### src/rtl/adder_pipe_param.sv
// Pipelined adder/subtractor: one SLICE-bit ripple slice per stage, carry registered between stages.
// Optional signed-overflow output enabled by defining ADDER_PIPE_OVF_EN.
module adder_pipe_param #(
    parameter int WIDTH = 16,
    parameter int SLICE = 4
) (
    input  logic             clk,
    input  logic             reset,
    input  logic             en,
    input  logic             in_valid,
    input  logic [WIDTH-1:0] a1,
    input  logic [WIDTH-1:0] a2,
    input  logic             sign,
    output logic             out_valid,
    output logic [WIDTH-1:0] b,
    output logic             carry_out
`ifdef ADDER_PIPE_OVF_EN
    ,
    output logic             ovf
`endif
);

    localparam int STAGES = WIDTH / SLICE;

    logic [WIDTH-1:0] w_a2Eff;

    assign w_a2Eff = sign ? ~a2 : a2;

`ifdef ADDER_PIPE_OVF_EN
    logic w_ovfNext;
    logic r_ovf;
`endif

    // Each stage consumes the low slice of its operands and forwards only the
    // not-yet-added upper bits, so the operand skew shrinks as the sum grows.
    for (genvar s = 0; s < STAGES; s++) begin : g_stage
        localparam int IN_W = WIDTH - s * SLICE;

        logic [IN_W-1:0]          w_inA;
        logic [IN_W-1:0]          w_inB;
        logic                     w_inC;
        logic                     w_inValid;
        logic [SLICE:0]           w_slice;
        logic [(s+1)*SLICE-1:0]   w_nextSum;
        logic [(s+1)*SLICE-1:0]   r_sum;
        logic                     r_carry;
        logic                     r_valid;

        if (s == 0) begin : g_first
            assign w_inA     = a1;
            assign w_inB     = w_a2Eff;
            assign w_inC     = sign;
            assign w_inValid = in_valid;
            assign w_nextSum = w_slice[SLICE-1:0];
        end else begin : g_rest
            assign w_inA     = g_stage[s-1].g_keep.r_opA;
            assign w_inB     = g_stage[s-1].g_keep.r_opB;
            assign w_inC     = g_stage[s-1].r_carry;
            assign w_inValid = g_stage[s-1].r_valid;
            assign w_nextSum = {w_slice[SLICE-1:0], g_stage[s-1].r_sum};
        end

        assign w_slice = {1'b0, w_inA[SLICE-1:0]}
                       + {1'b0, w_inB[SLICE-1:0]}
                       + {{SLICE{1'b0}}, w_inC};

        always_ff @(posedge clk or negedge reset) begin
            if (!reset) begin
                r_sum   <= '0;
                r_carry <= 1'b0;
                r_valid <= 1'b0;
            end else if (en) begin
                r_sum   <= w_nextSum;
                r_carry <= w_slice[SLICE];
                r_valid <= w_inValid;
            end
        end

        if (s < STAGES - 1) begin : g_keep
            logic [IN_W-SLICE-1:0] r_opA;
            logic [IN_W-SLICE-1:0] r_opB;

            always_ff @(posedge clk or negedge reset) begin
                if (!reset) begin
                    r_opA <= '0;
                    r_opB <= '0;
                end else if (en) begin
                    r_opA <= w_inA[IN_W-1:SLICE];
                    r_opB <= w_inB[IN_W-1:SLICE];
                end
            end
        end

`ifdef ADDER_PIPE_OVF_EN
        // Carry into the MSB is recovered from the MSB sum bit and its operand bits.
        if (s == STAGES - 1) begin : g_last
            assign w_ovfNext = w_inA[SLICE-1] ^ w_inB[SLICE-1] ^ w_slice[SLICE-1] ^ w_slice[SLICE];
        end
`endif
    end

`ifdef ADDER_PIPE_OVF_EN
    always_ff @(posedge clk or negedge reset) begin
        if (!reset) begin
            r_ovf <= 1'b0;
        end else if (en) begin
            r_ovf <= w_ovfNext;
        end
    end

    assign ovf = r_ovf;
`endif

    assign b         = g_stage[STAGES-1].r_sum;
    assign carry_out = g_stage[STAGES-1].r_carry;
    assign out_valid = g_stage[STAGES-1].r_valid;

endmodule

### config.mk
export PLATFORM = sky130hd
export DESIGN_NAME = adder_pipe_param
export DESIGN_NICKNAME = d
export VERILOG_FILES = /design/src/rtl/adder_pipe_param.sv
export SDC_FILE = /design/constraint.sdc
export NUM_CORES = 1
export LEC_CHECK = 0
export ABC_CLOCK_PERIOD_IN_PS = 2700
export BUFFER_PORTS_ARGS = -buffer_cell sky130_fd_sc_hd__buf_2
export CAP_MARGIN = 20
export CORE_MARGIN = 2
export CORE_UTILIZATION = 30
export DETAILED_ROUTE_END_ITERATION = 12
export GPL_ROUTABILITY_DRIVEN = 0
export PLACE_DENSITY_LB_ADDON = 0.2
export SLEW_MARGIN = 20
export SYNTH_ARGS = -nofsm -noshare
export SYNTH_HDL_FRONTEND = slang
export SYNTH_SLANG_ARGS = --single-unit
export TNS_END_PERCENT = 100
### constraint.sdc
create_clock -name clk -period 2.7 [get_ports clk]
set_input_delay 0.54 -clock clk [delete_from_list [all_inputs] [get_ports clk]]
set_output_delay 0.54 -clock clk [all_outputs]
set_load 0.02 [all_outputs]
# ---- Yosys cells after proc, flatten, opt, wreduce, memory -nomap -nowiden
# Index checks and enable logic that the tools add are counted.
dict set report word_totals {
  ff_bits 96
  word_cells 28
  output_inout_bits 18
  input_bits 37
}
dict set report op_classes {
  addsub 8
  muxes 1
  n_bitwise 1
}
# cell n
set ops {}
lappend ops {{4-bit by 4-bit adder with 5-bit output} 4}
lappend ops {{5-bit by 1-bit adder with 5-bit output} 4}
lappend ops {{16-bit 2-to-1 mux} 1}
lappend ops {{16-bit inverter} 1}

# ---- Longest topological paths before layout
dict set report logic_depth {
  ltp_word 4
  ltp_mapped 7
  depth_no_buf 6
}

# ---- Worst setup path after synthesis
# Ideal clock, no wire load.
dict set report synth_path {
  kind {input to register}
  from {input sign}
  to {register g_stage[0].r_sum[3]}
  required_ns 2.632
  setup_time_ns 0.068
  setup_slack_ns 0.749
  t_arrival_ns 1.882
  n_path_buf 2
  path_stages 7
  path_cell_list {buf_6 buf_4 xor2_1 ha_1 a21o_1 a311o_1 nand3_1}
}
dict set report synth_between {
  elab_chain_len 3
}
# element line
set synth_rtl {}
lappend synth_rtl {{start: declaration} 13} ;# input logic sign,
lappend synth_rtl {{16-bit 2-to-1 mux} 27} ;# assign w_a2Eff = sign ? ~a2 : a2;
lappend synth_rtl {{4-bit by 4-bit adder with 5-bit output} 64} ;# + {1'b0, w_inB[SLICE-1:0]}
lappend synth_rtl {{5-bit by 1-bit adder with 5-bit output (*)} 65} ;# + {{SLICE{1'b0}}, w_inC};
lappend synth_rtl {{end signal: assignment} 73} ;# r_sum <= w_nextSum;
lappend synth_rtl {{end: declaration} 45} ;# logic [(s+1)*SLICE-1:0] r_sum;
# Mark *: on every way between the ends. The rest lies on a longest branch, timed or not.
# A chain may end at the register's enable or synchronous reset.

# ---- Worst setup path after layout
dict set report layout_path {
  from {register g_stage[1].r_carry}
  to {register g_stage[2].r_sum[10]}
}
dict set report layout_between {
  elab_chain_len 1
}
# element line
set layout_rtl {}
lappend layout_rtl {{start: declaration} 46} ;# logic r_carry;
lappend layout_rtl {{start signal: assignment} 74} ;# r_carry <= w_slice[SLICE];
lappend layout_rtl {{5-bit by 1-bit adder with 5-bit output} 65}
lappend layout_rtl {{end signal: assignment} 73}
lappend layout_rtl {{end: declaration} 45}
# No other way between the ends.

==> qor.yml <==
antenna_found_initial: 0
required_ns: 2.92
period_minus_slack_ns: 1.827
grt_first_pass_wirelength_mm: 12.70
grt_max_degree: 51
ant_nets: 0
max_clock_freq_mhz: 547.5
drt-initial-drc-count: 139
clk_pin_slew_ns: 0.06
slew_viol_final: 0
maxSlewHeadroom_pct: 62.41
core_area_um2: 13880
clock_sinks: 96
crit_type: "reg -> reg"
cpMaxStageDelayCell: "fa_1"
drc_errors: 0
synth_seq_area_share_pct: 56.55
hold_buffers: 0
p_leak_nw: 2.217
fin_setup_tns_ns: 0
multi_input_area_um2: 1690
skew_ns: 0.006956
routed_wirelength_mm: 7.470
post_route_cells_drive_above_1_share_pct: 22.57
start_util_pct: 30.60
htreeDepth: 3
fill_cells: 1379
avgSynthCellArea_um2: 13.23
cts_tree: "built"
maxCapViolCount: 0
pwr-share-seq_pct: 48.5
pre_cts_ws_ns: 0.7747
clk-insertion-delay-late_ns: 0.34
cts_root_buffer: "clkbuf_16"
fin_area_um2: 4994
vias: 2479
crit_top_cell: "fa_1"
setup_viol: 0
pwr-share-clk_pct: 27.3
io-pin-count: 55
cpPeakStageDelay_ns: 0.46
tightest_slew_ns: 0.5639
p_per_area_nw_per_um2: 820.9
min_path_type: "in -> async"
die-width_um: 123.0
nets: 433
seq_area_um2: 2402
path_cells: "inv_1, fa_1, fa_1, xnor2_1, mux2_1"
p_int_mw: 2.880
finalWorstSetupSlack_ns: 0.8734
final_cells: 561
yosysUniqueCellTypes: 32
r2r_slack_ns: 0.87
cp_max_fo: 2
final_hold_viol_count: 0
synth_nets: 377
fin_crit_sh_pct: 67.65
firstDrtPassIters: 4
die_height_um: 123.0
irDropWorstVdd_v: 0.0003205
finalPower_mw: 4.099
grt_pass1_vias: 2516
yosysWarnings: 0
ys_top_cells_by_count: "dfrtp_1 (96), mux2_1 (55), a21oi_1 (22)"
routedWlPerCell_um: 13.32
critPathCaptureType: "flop"
hold_ws_ns: 0.1912
dp.cells: 546
placementRows: 43
synth.area.top_cells: "dfrtp_1 (57%), mux2_1 (15%), ha_1 (3.5%)"
rr_worst_depth: 5
reg2reg_to: "g_stage[2].r_sum[10]"
routed_via_density: 4.419
cp-startpoint: "g_stage[1].r_carry"
grt-ovfl-total: 0
ys_ff_latch: 96
synth_cells: 321
async_flop_share_pct: 100.0
antennaDiodeCount: 0
crit_path_end: "g_stage[2].r_sum[10]"
fin_util_pct: 35.97
synth_top_area_share_pct: 56.55
dieArea_um2: 15130
cts_buffers: 9
p_comb_share_pct: 24.3
yosysMostFrequentCell: "dfrtp_1"
synth_edf_count: 0
r2r-start: "g_stage[1].r_carry"
netlist_area_um2: 4248
rsz0062_at_grt: "no"
area_growth_pct: 17.56
dp_hpwl_mm: 5.345
grt_usage_pct: 11.14
arrival_ns: 2.05
dpl_cell_area_um2: 4738
status: "completed"
cts_resized: 0
io_buffers: 54
switchingPower_mw: 1.219
critPathLaunchType: "flop"
synth_ff_type: "dfrtp_1"
swShare_pct: 29.73
cts_setup_buffers: 0
clockBufferDepth: 2
synth_top_area_cell: "dfrtp_1"
flip-flops by register name, summed over array words and instances, names as in the netlist:
signal and count:
g_stage.g_keep.r_opB 24, g_stage.r_valid 3, out_valid 1, g_stage.g_keep.r_opA 24, carry_out 1, b 16, g_stage.r_carry 3, g_stage.r_sum 24
worst max-delay path: cells and delay by family, from the launching register on:
family                     cells  cell delay (ns)
adders and majority gates      2             0.88
DFF                            1             0.34
muxes                          1             0.29
xor gates and xnor gates       1             0.15
buffers and inverters          1             0.06
metal layers:
layer / vias to the layer above / wire [um] / GRT usage, %
met4: 0 / 178 / 5.966
li1: 1211 / - / -
met3: 12 / 264 / 2.675
met2: 37 / 3530 / 16.99
met5: - / 0 / 0
met1: 1219 / 3496 / 14.65
logic make-up after synthesis:
| family | synth area share [%] |
|---|---|
| AO/OA/AOI/OAI | 5.597 |
| buffers and inverters | 3.652 |
| AND/OR/NAND/NOR | 4.948 |
| flip-flops | 56.55 |
| adder cells (fa/ha/maj) | 6.833 |
| multiplexers | 18.29 |
| XOR/XNOR | 4.124 |
placed cells by master, fill, tap and decap left out, drive strengths merged:
master / instances
nand2b: 2
buf: 61
nor2: 19
nand4: 3
a21o: 3
nand2: 6
a21oi: 22
inv: 18
mux2: 66
clkinv: 3
o2111ai: 3
nand3: 1
nand3b: 3
clkinvlp: 1
o21a: 1
a31oi: 3
clkbuf: 11
nor2b: 6
or4b: 2
ha: 12
fa: 7
mux2i: 3
o21ai: 7
dfrtp: 96
o211ai: 1
xnor2: 17
xor2: 3
a311o: 1
power groups by stage:
stage / clock network [mW] / registers [mW] / logic (mW)
final: 1.12 / 1.99 / 0.995
after global placement: 0 / 2.01 / 0.993
after detailed placement: 0 / 2.02 / 1.01
after floorplan: 0 / 2.12 / 0.546
after global routing: 1.24 / 2.04 / 1.11
after CTS: 1.18 / 2.00 / 1.02
worst min path at each step:
stage | to | slack (ns) | depth (start not counted)
6_report | g_stage[0].r_valid | 0.19 | 1
5_1_grt | g_stage[0].r_valid | 0.23 | 1
4_1_cts | g_stage[0].g_keep.r_opA[0] | 0.21 | 1
3_5_place_dp | b[0] | 0.47 | 1
3_3_place_gp | b[4] | 0.46 | 1
2_1_floorplan | b[0] | 0.24 | 0
area by class of cell:
type                            count  share of cell area, %
Sequential cell                    96                  48.11
Tap cell                          180                  4.510
Inverter                           18                  1.353
Clock buffer                       11                  4.660
Timing Repair Buffer               61                  7.066
Clock inverter                      4                 0.4510
Multi-Input combinational cell    191                  33.85
Power figures use the tool's default switching activity.
